$ cat src/rtl/uart_transmitter.sv
// 8N1 UART transmitter fed by a small circular write FIFO.
// Frames go out LSB first; tx idles high and is driven from a register.
module uart_transmitter #(
  parameter int CLOCK_HZ   = 50_000_000,
  parameter int BAUD_RATE  = 115200,
  parameter int FIFO_DEPTH = 4
) (
  input  logic       clk,
  input  logic       rst_n,
  input  logic       wr_en,
  input  logic [7:0] wr_data,
  output logic       full,
  output logic       empty,
  output logic       busy,
  output logic       overflow,
  output logic       tx
);

  localparam int DIV = CLOCK_HZ / BAUD_RATE;
  localparam int CW  = (DIV > 1) ? $clog2(DIV) : 1;
  localparam int PW  = $clog2(FIFO_DEPTH);
  localparam int NW  = PW + 1;

  localparam logic [CW-1:0] CNT_LAST   = CW'(DIV - 1);
  localparam logic [NW-1:0] COUNT_FULL = NW'(FIFO_DEPTH);

  // state   | meaning
  // S_IDLE  | line high, waiting for a queued byte
  // S_START | start bit (low) for DIV cycles
  // S_DATA  | eight data bits, LSB first, DIV cycles each
  // S_STOP  | stop bit (high) for DIV cycles
  typedef enum logic [1:0] {
    S_IDLE,
    S_START,
    S_DATA,
    S_STOP
  } state_e;

  state_e          state_q, state_d;
  logic [CW-1:0]   cnt_q, cnt_d;
  logic [2:0]      bit_idx_q, bit_idx_d;
  logic [7:0]      shift_q, shift_d;
  logic            tx_q, tx_d;

  logic [7:0]      mem_q [FIFO_DEPTH];
  logic [PW-1:0]   wr_ptr_q, wr_ptr_d;
  logic [PW-1:0]   rd_ptr_q, rd_ptr_d;
  logic [NW-1:0]   count_q, count_d;
  logic            overflow_q, overflow_d;

  logic            wr_accept;
  logic            pop;
  logic            bit_last;

  assign full      = (count_q == COUNT_FULL);
  assign empty     = (count_q == '0);
  assign busy      = (state_q != S_IDLE) || !empty;
  assign overflow  = overflow_q;
  assign tx        = tx_q;

  assign wr_accept = wr_en && !full;
  assign pop       = (state_q == S_IDLE) && !empty;
  assign bit_last  = (cnt_q == CNT_LAST);

  // FIFO bookkeeping; a pop and a write in the same cycle leave count unchanged
  always_comb begin
    wr_ptr_d   = wr_ptr_q;
    rd_ptr_d   = rd_ptr_q;
    count_d    = count_q;
    overflow_d = overflow_q | (wr_en & full);
    if (wr_accept) wr_ptr_d = wr_ptr_q + 1'b1;
    if (pop)       rd_ptr_d = rd_ptr_q + 1'b1;
    case ({wr_accept, pop})
      2'b10:   count_d = count_q + 1'b1;
      2'b01:   count_d = count_q - 1'b1;
      default: count_d = count_q;
    endcase
  end

  always_ff @(posedge clk) begin
    if (wr_accept) mem_q[wr_ptr_q] <= wr_data;
  end

  // State and datapath registers
  always_ff @(posedge clk or negedge rst_n) begin
    if (!rst_n) begin
      state_q    <= S_IDLE;
      cnt_q      <= '0;
      bit_idx_q  <= '0;
      shift_q    <= '0;
      tx_q       <= 1'b1;
      wr_ptr_q   <= '0;
      rd_ptr_q   <= '0;
      count_q    <= '0;
      overflow_q <= 1'b0;
    end else begin
      state_q    <= state_d;
      cnt_q      <= cnt_d;
      bit_idx_q  <= bit_idx_d;
      shift_q    <= shift_d;
      tx_q       <= tx_d;
      wr_ptr_q   <= wr_ptr_d;
      rd_ptr_q   <= rd_ptr_d;
      count_q    <= count_d;
      overflow_q <= overflow_d;
    end
  end

  // Next-state logic
  always_comb begin
    state_d = state_q;
    case (state_q)
      S_IDLE:  if (!empty) state_d = S_START;
      S_START: if (bit_last) state_d = S_DATA;
      S_DATA:  if (bit_last && (bit_idx_q == 3'd7)) state_d = S_STOP;
      S_STOP:  if (bit_last) state_d = S_IDLE;
      default: state_d = S_IDLE;
    endcase
  end

  // Output / datapath logic; tx_d is what the line shows from the next cycle on
  always_comb begin
    tx_d      = tx_q;
    shift_d   = shift_q;
    bit_idx_d = bit_idx_q;
    cnt_d     = (bit_last || (state_d != state_q)) ? '0 : cnt_q + 1'b1;
    case (state_q)
      S_IDLE: begin
        cnt_d = '0;
        tx_d  = 1'b1;
        if (pop) begin
          shift_d   = mem_q[rd_ptr_q];
          bit_idx_d = '0;
          tx_d      = 1'b0;
        end
      end
      S_START: begin
        if (bit_last) begin
          tx_d      = shift_q[0];
          bit_idx_d = '0;
        end
      end
      S_DATA: begin
        if (bit_last) begin
          if (bit_idx_q != 3'd7) begin
            shift_d   = {1'b0, shift_q[7:1]};
            tx_d      = shift_q[1];
            bit_idx_d = bit_idx_q + 1'b1;
          end else begin
            tx_d = 1'b1;
          end
        end
      end
      S_STOP: begin
        tx_d = 1'b1;
      end
      default: begin
        tx_d = 1'b1;
      end
    endcase
  end

endmodule

$ cat config.mk
export PLATFORM = sky130hd
export DESIGN_NAME = uart_transmitter
export DESIGN_NICKNAME = d
export VERILOG_FILES = /design/src/rtl/uart_transmitter.sv
export SDC_FILE = /design/constraint.sdc
export NUM_CORES = 1
export LEC_CHECK = 0
export BUFFER_PORTS_ARGS = -buffer_cell sky130_fd_sc_hd__buf_2
export CAP_MARGIN = 20
export CORE_MARGIN = 3
export CORE_UTILIZATION = 64
export DETAILED_ROUTE_END_ITERATION = 7
export GPL_TIMING_DRIVEN = 1
export PLACE_DENSITY_LB_ADDON = 0.05
export SLEW_MARGIN = 20
export SYNTH_ARGS = -nofsm -noshare
export SYNTH_HDL_FRONTEND = slang
export SYNTH_SLANG_ARGS = --single-unit
$ cat constraint.sdc
create_clock -name clk -period 4.12 [get_ports clk]
set_input_delay 0.824 -clock clk [delete_from_list [all_inputs] [get_ports clk]]
set_output_delay 0.824 -clock clk [all_outputs]
set_load 0.01 [all_outputs]
==> impl_results.md <==
* Status: completed
* Drt total wl at 4755 µm
* Synthesized area per cell at 13.92 µm²
* Largest net degree at the start of global routing at 32
* Worst setup EP type: flip-flop
* PnR worst setup slack at 1.682 ns
* Placed cells at 259
* Slew margin rel. at 0.5452
* Die area at 5227 µm²
* Core Rows at 23
* Async SR Flop Fraction at 0.4921
* Nets at 241
* Worst vdd ir at 519.4 µV
* Vias in the first global route at 1,756
* Seq cells post-synth at 63
* Logic pwr share at 0.181
* Diodes inserted at 0
* Internal Pwr Total at 1.213 mW
* Filler cells at 258
* Post-CTS setup buffer count at 0
* Drt drc at 0
* Max FO, Critical Path at 12
* Clk Latency, worst-skew pair at 0.33 ns
* CP required at 4.37 ns
* Worst slew pin tran at 0.6821 ns
* Antenna violations before repair at 0
* Final GP Congestion at 0.9084
* HPWL Detailed at 3184 µm
* Total CTS buffers at 9
* Pwr dens at 546.8 nW/µm²
* Clk sinks at 63
* CTS-repair resized insts at 0
* Vias at 1,654
* Overall power at 1.685 mW
* Switching share of total power at 0.2802
* GRT overflow at 0
* Drt wl/cell at 17.29 µm
* Clock H-tree levels at 3
* Fin cells at 275
* Clock power share at 0.289
* CTS max path bufs at 2
* Layout area overhead at 9.564%
* Chip Width at 72.30 µm
* Synth cell types at 44
* CP arrival at 2.69 ns
* Num ports at 16
* Initial Util at 0.6835
* R2r setup slk at 1.68 ns
* RSZ-0062 raised after global routing: false
* Worst Setup Start Kind: flip-flop
* Setup TNS at 0 ns
* CTS tree: done
* Post-Syn Area at 2813 µm²
* Share of power burned in registers at 0.529
* First-pass GRT wire length at 8376 µm
* Leakage at 1.312 nW
* Fmax at 0.4101 GHz
* Synthesized Nets at 223
* Synth warn at 0
* 1st-pass router iterations at 4
* Max-Cap Viols at 0
* Starting DRC count in detailed routing at 92
* Layout cell share with drive strength beyond 1 at 0.1867
* Final min period at 2.438 ns
* Post-Place Setup Slack at 1.736 ns
* Synthesized netlist cell count at 202
* Total global-route track usage at 0.2178
* Worst Hold Class: reg2reg
* Core footprint at 4115 µm²
* Post-synth EDFFs at 32
* Register area share after synthesis at 0.6179
* CP Class: reg2reg
* Setup-failing EPs final at 0
* Synth Flop Type: edfxtp_1
* Switch Pwr at 0.4722 mW
* Hold Vio Cnt, Final at 0
* Skew final at 0.008207 ns
* Hold_buf cts at 0
* Max-slew violations at 0
* Fin crit share at 0.5918
* CTS Root Cell: clkbuf_8
* PortBufs at 15
* ANT nets after route at 0
* Clk slew on worst S/H paths at 0.07 ns
* Via-per-instance ratio at 6.015
* Die Y at 72.30 µm
registers in the layout, indices dropped and copies added (netlist names):
register	cells
bit_idx_q	3
cnt_q	9
count_q	3
mem_q	32
overflow	1
rd_ptr_q	2
shift_q	8
state_q	2
tx	1
wr_ptr_q	2
routing by layer:
| layer | global-route usage | wire, µm |
|---|---|---|
| met3 | 0.04986 | 211 |
| met5 | 0 | 0 |
| met1 | 0.2886 | 2005 |
| met4 | 0.1065 | 90 |
| met2 | 0.3428 | 2447 |
per-stage QoR:
step | hold WS (ns) | utilization | instance area [µm²]
final | 0.4812 | 0.7489 | 3082
after global routing | 0.4946 | 0.7489 | 3082
after CTS | 0.4923 | 0.7489 | 3082
after detailed placement | 0.4791 | 0.7057 | 2904
after global placement | 0.4321 | 0.7057 | 2904
after floorplan | 0.4481 | - | 2813
final cells by class:
class / count / area (µm²) / share of cell area
tap: 50 / 62.56 / 0.02030
sequential: 63 / 1738 / 0.5639
clock inverter: 7 / 53.80 / 0.01746
multi-input combinational: 117 / 975.9 / 0.3167
timing repair buffer: 15 / 75.07 / 0.02436
clock buffer: 9 / 123.9 / 0.04019
inverter: 14 / 52.55 / 0.01705
kinds of logic after synthesis:
| kind of cell | count (synthesis) | share of synthesized area |
|---|---|---|
| DFF | 63 | 0.6179 |
| and+or+nand+nor | 51 | 0.09964 |
| AOI/OAI and AO/OA | 25 | 0.06050 |
| buffers and inverters | 22 | 0.03514 |
| muxes | 16 | 0.09297 |
| xor gates and xnor gates | 15 | 0.04671 |
| adders and majority gates | 10 | 0.04715 |
layout by cell type, fill, tap and decap left out, drive strengths merged, types with 8 or more instances in the layout:
cell and instances:
edfxtp 32, dfrtp 30, buf 15, inv 14, nor2 14, nand3 12
o21ai 10, xnor2 9, ha 9, clkbuf 9, mux4 8
worst max-delay path, cell delays in order (launching register included):
cell	delay, ns
dfrtp_1	0.51
nor2_1	0.25
nand2_1	0.31
inv_1	0.20
ha_1	0.20
inv_1	0.06
fa_1	0.37
xor2_1	0.15
nor2_1	0.11
xor2_1	0.18
power groups by stage:
| stage | combinational [mW] | sequential [mW] | clock (mW) |
|---|---|---|---|
| after floorplan | 0.231 | 0.873 | 0 |
| after global placement | 0.289 | 0.890 | 0 |
| after detailed placement | 0.310 | 0.903 | 0 |
| after CTS | 0.313 | 0.893 | 0.496 |
| after global routing | 0.346 | 0.912 | 0.519 |
| final | 0.306 | 0.892 | 0.488 |
synthesized netlist by cell type, types with 2 or more instances:
library cell,instances,area [µm²]
a21oi_1,3,15.01
and2_1,4,25.02
and3_1,2,12.51
buf_2,3,15.01
clkbuf_1,2,7.510
dfrtp_1,30,750.7
edfxtp_1,32,960.9
ha_1,9,112.6
inv_1,14,52.55
mux2i_1,7,70.07
mux4_2,8,180.2
nand2_1,7,26.28
nand3_1,12,60.06
nor2_1,14,52.55
nor2b_1,2,12.51
o21ai_0,9,45.04
o221ai_1,2,17.52
o31ai_2,2,25.02
or3_1,2,12.51
xnor2_1,9,78.83
xor2_1,6,52.55
final timing paths:
| check | from | end | depth (start not counted) |
|---|---|---|---|
| worst max-delay path | state_q[0] | count_q[2] | 9 |
| worst min-delay path | overflow | overflow | 1 |
| worst max register to register | state_q[0] | count_q[2] | 9 |
| worst min register to register | overflow | overflow | 1 |
| max in group asynchronous | rst_n | shift_q[6] | 1 |
| min in group asynchronous | rst_n | cnt_q[0] | 1 |
Power figures use the tool's default switching activity.
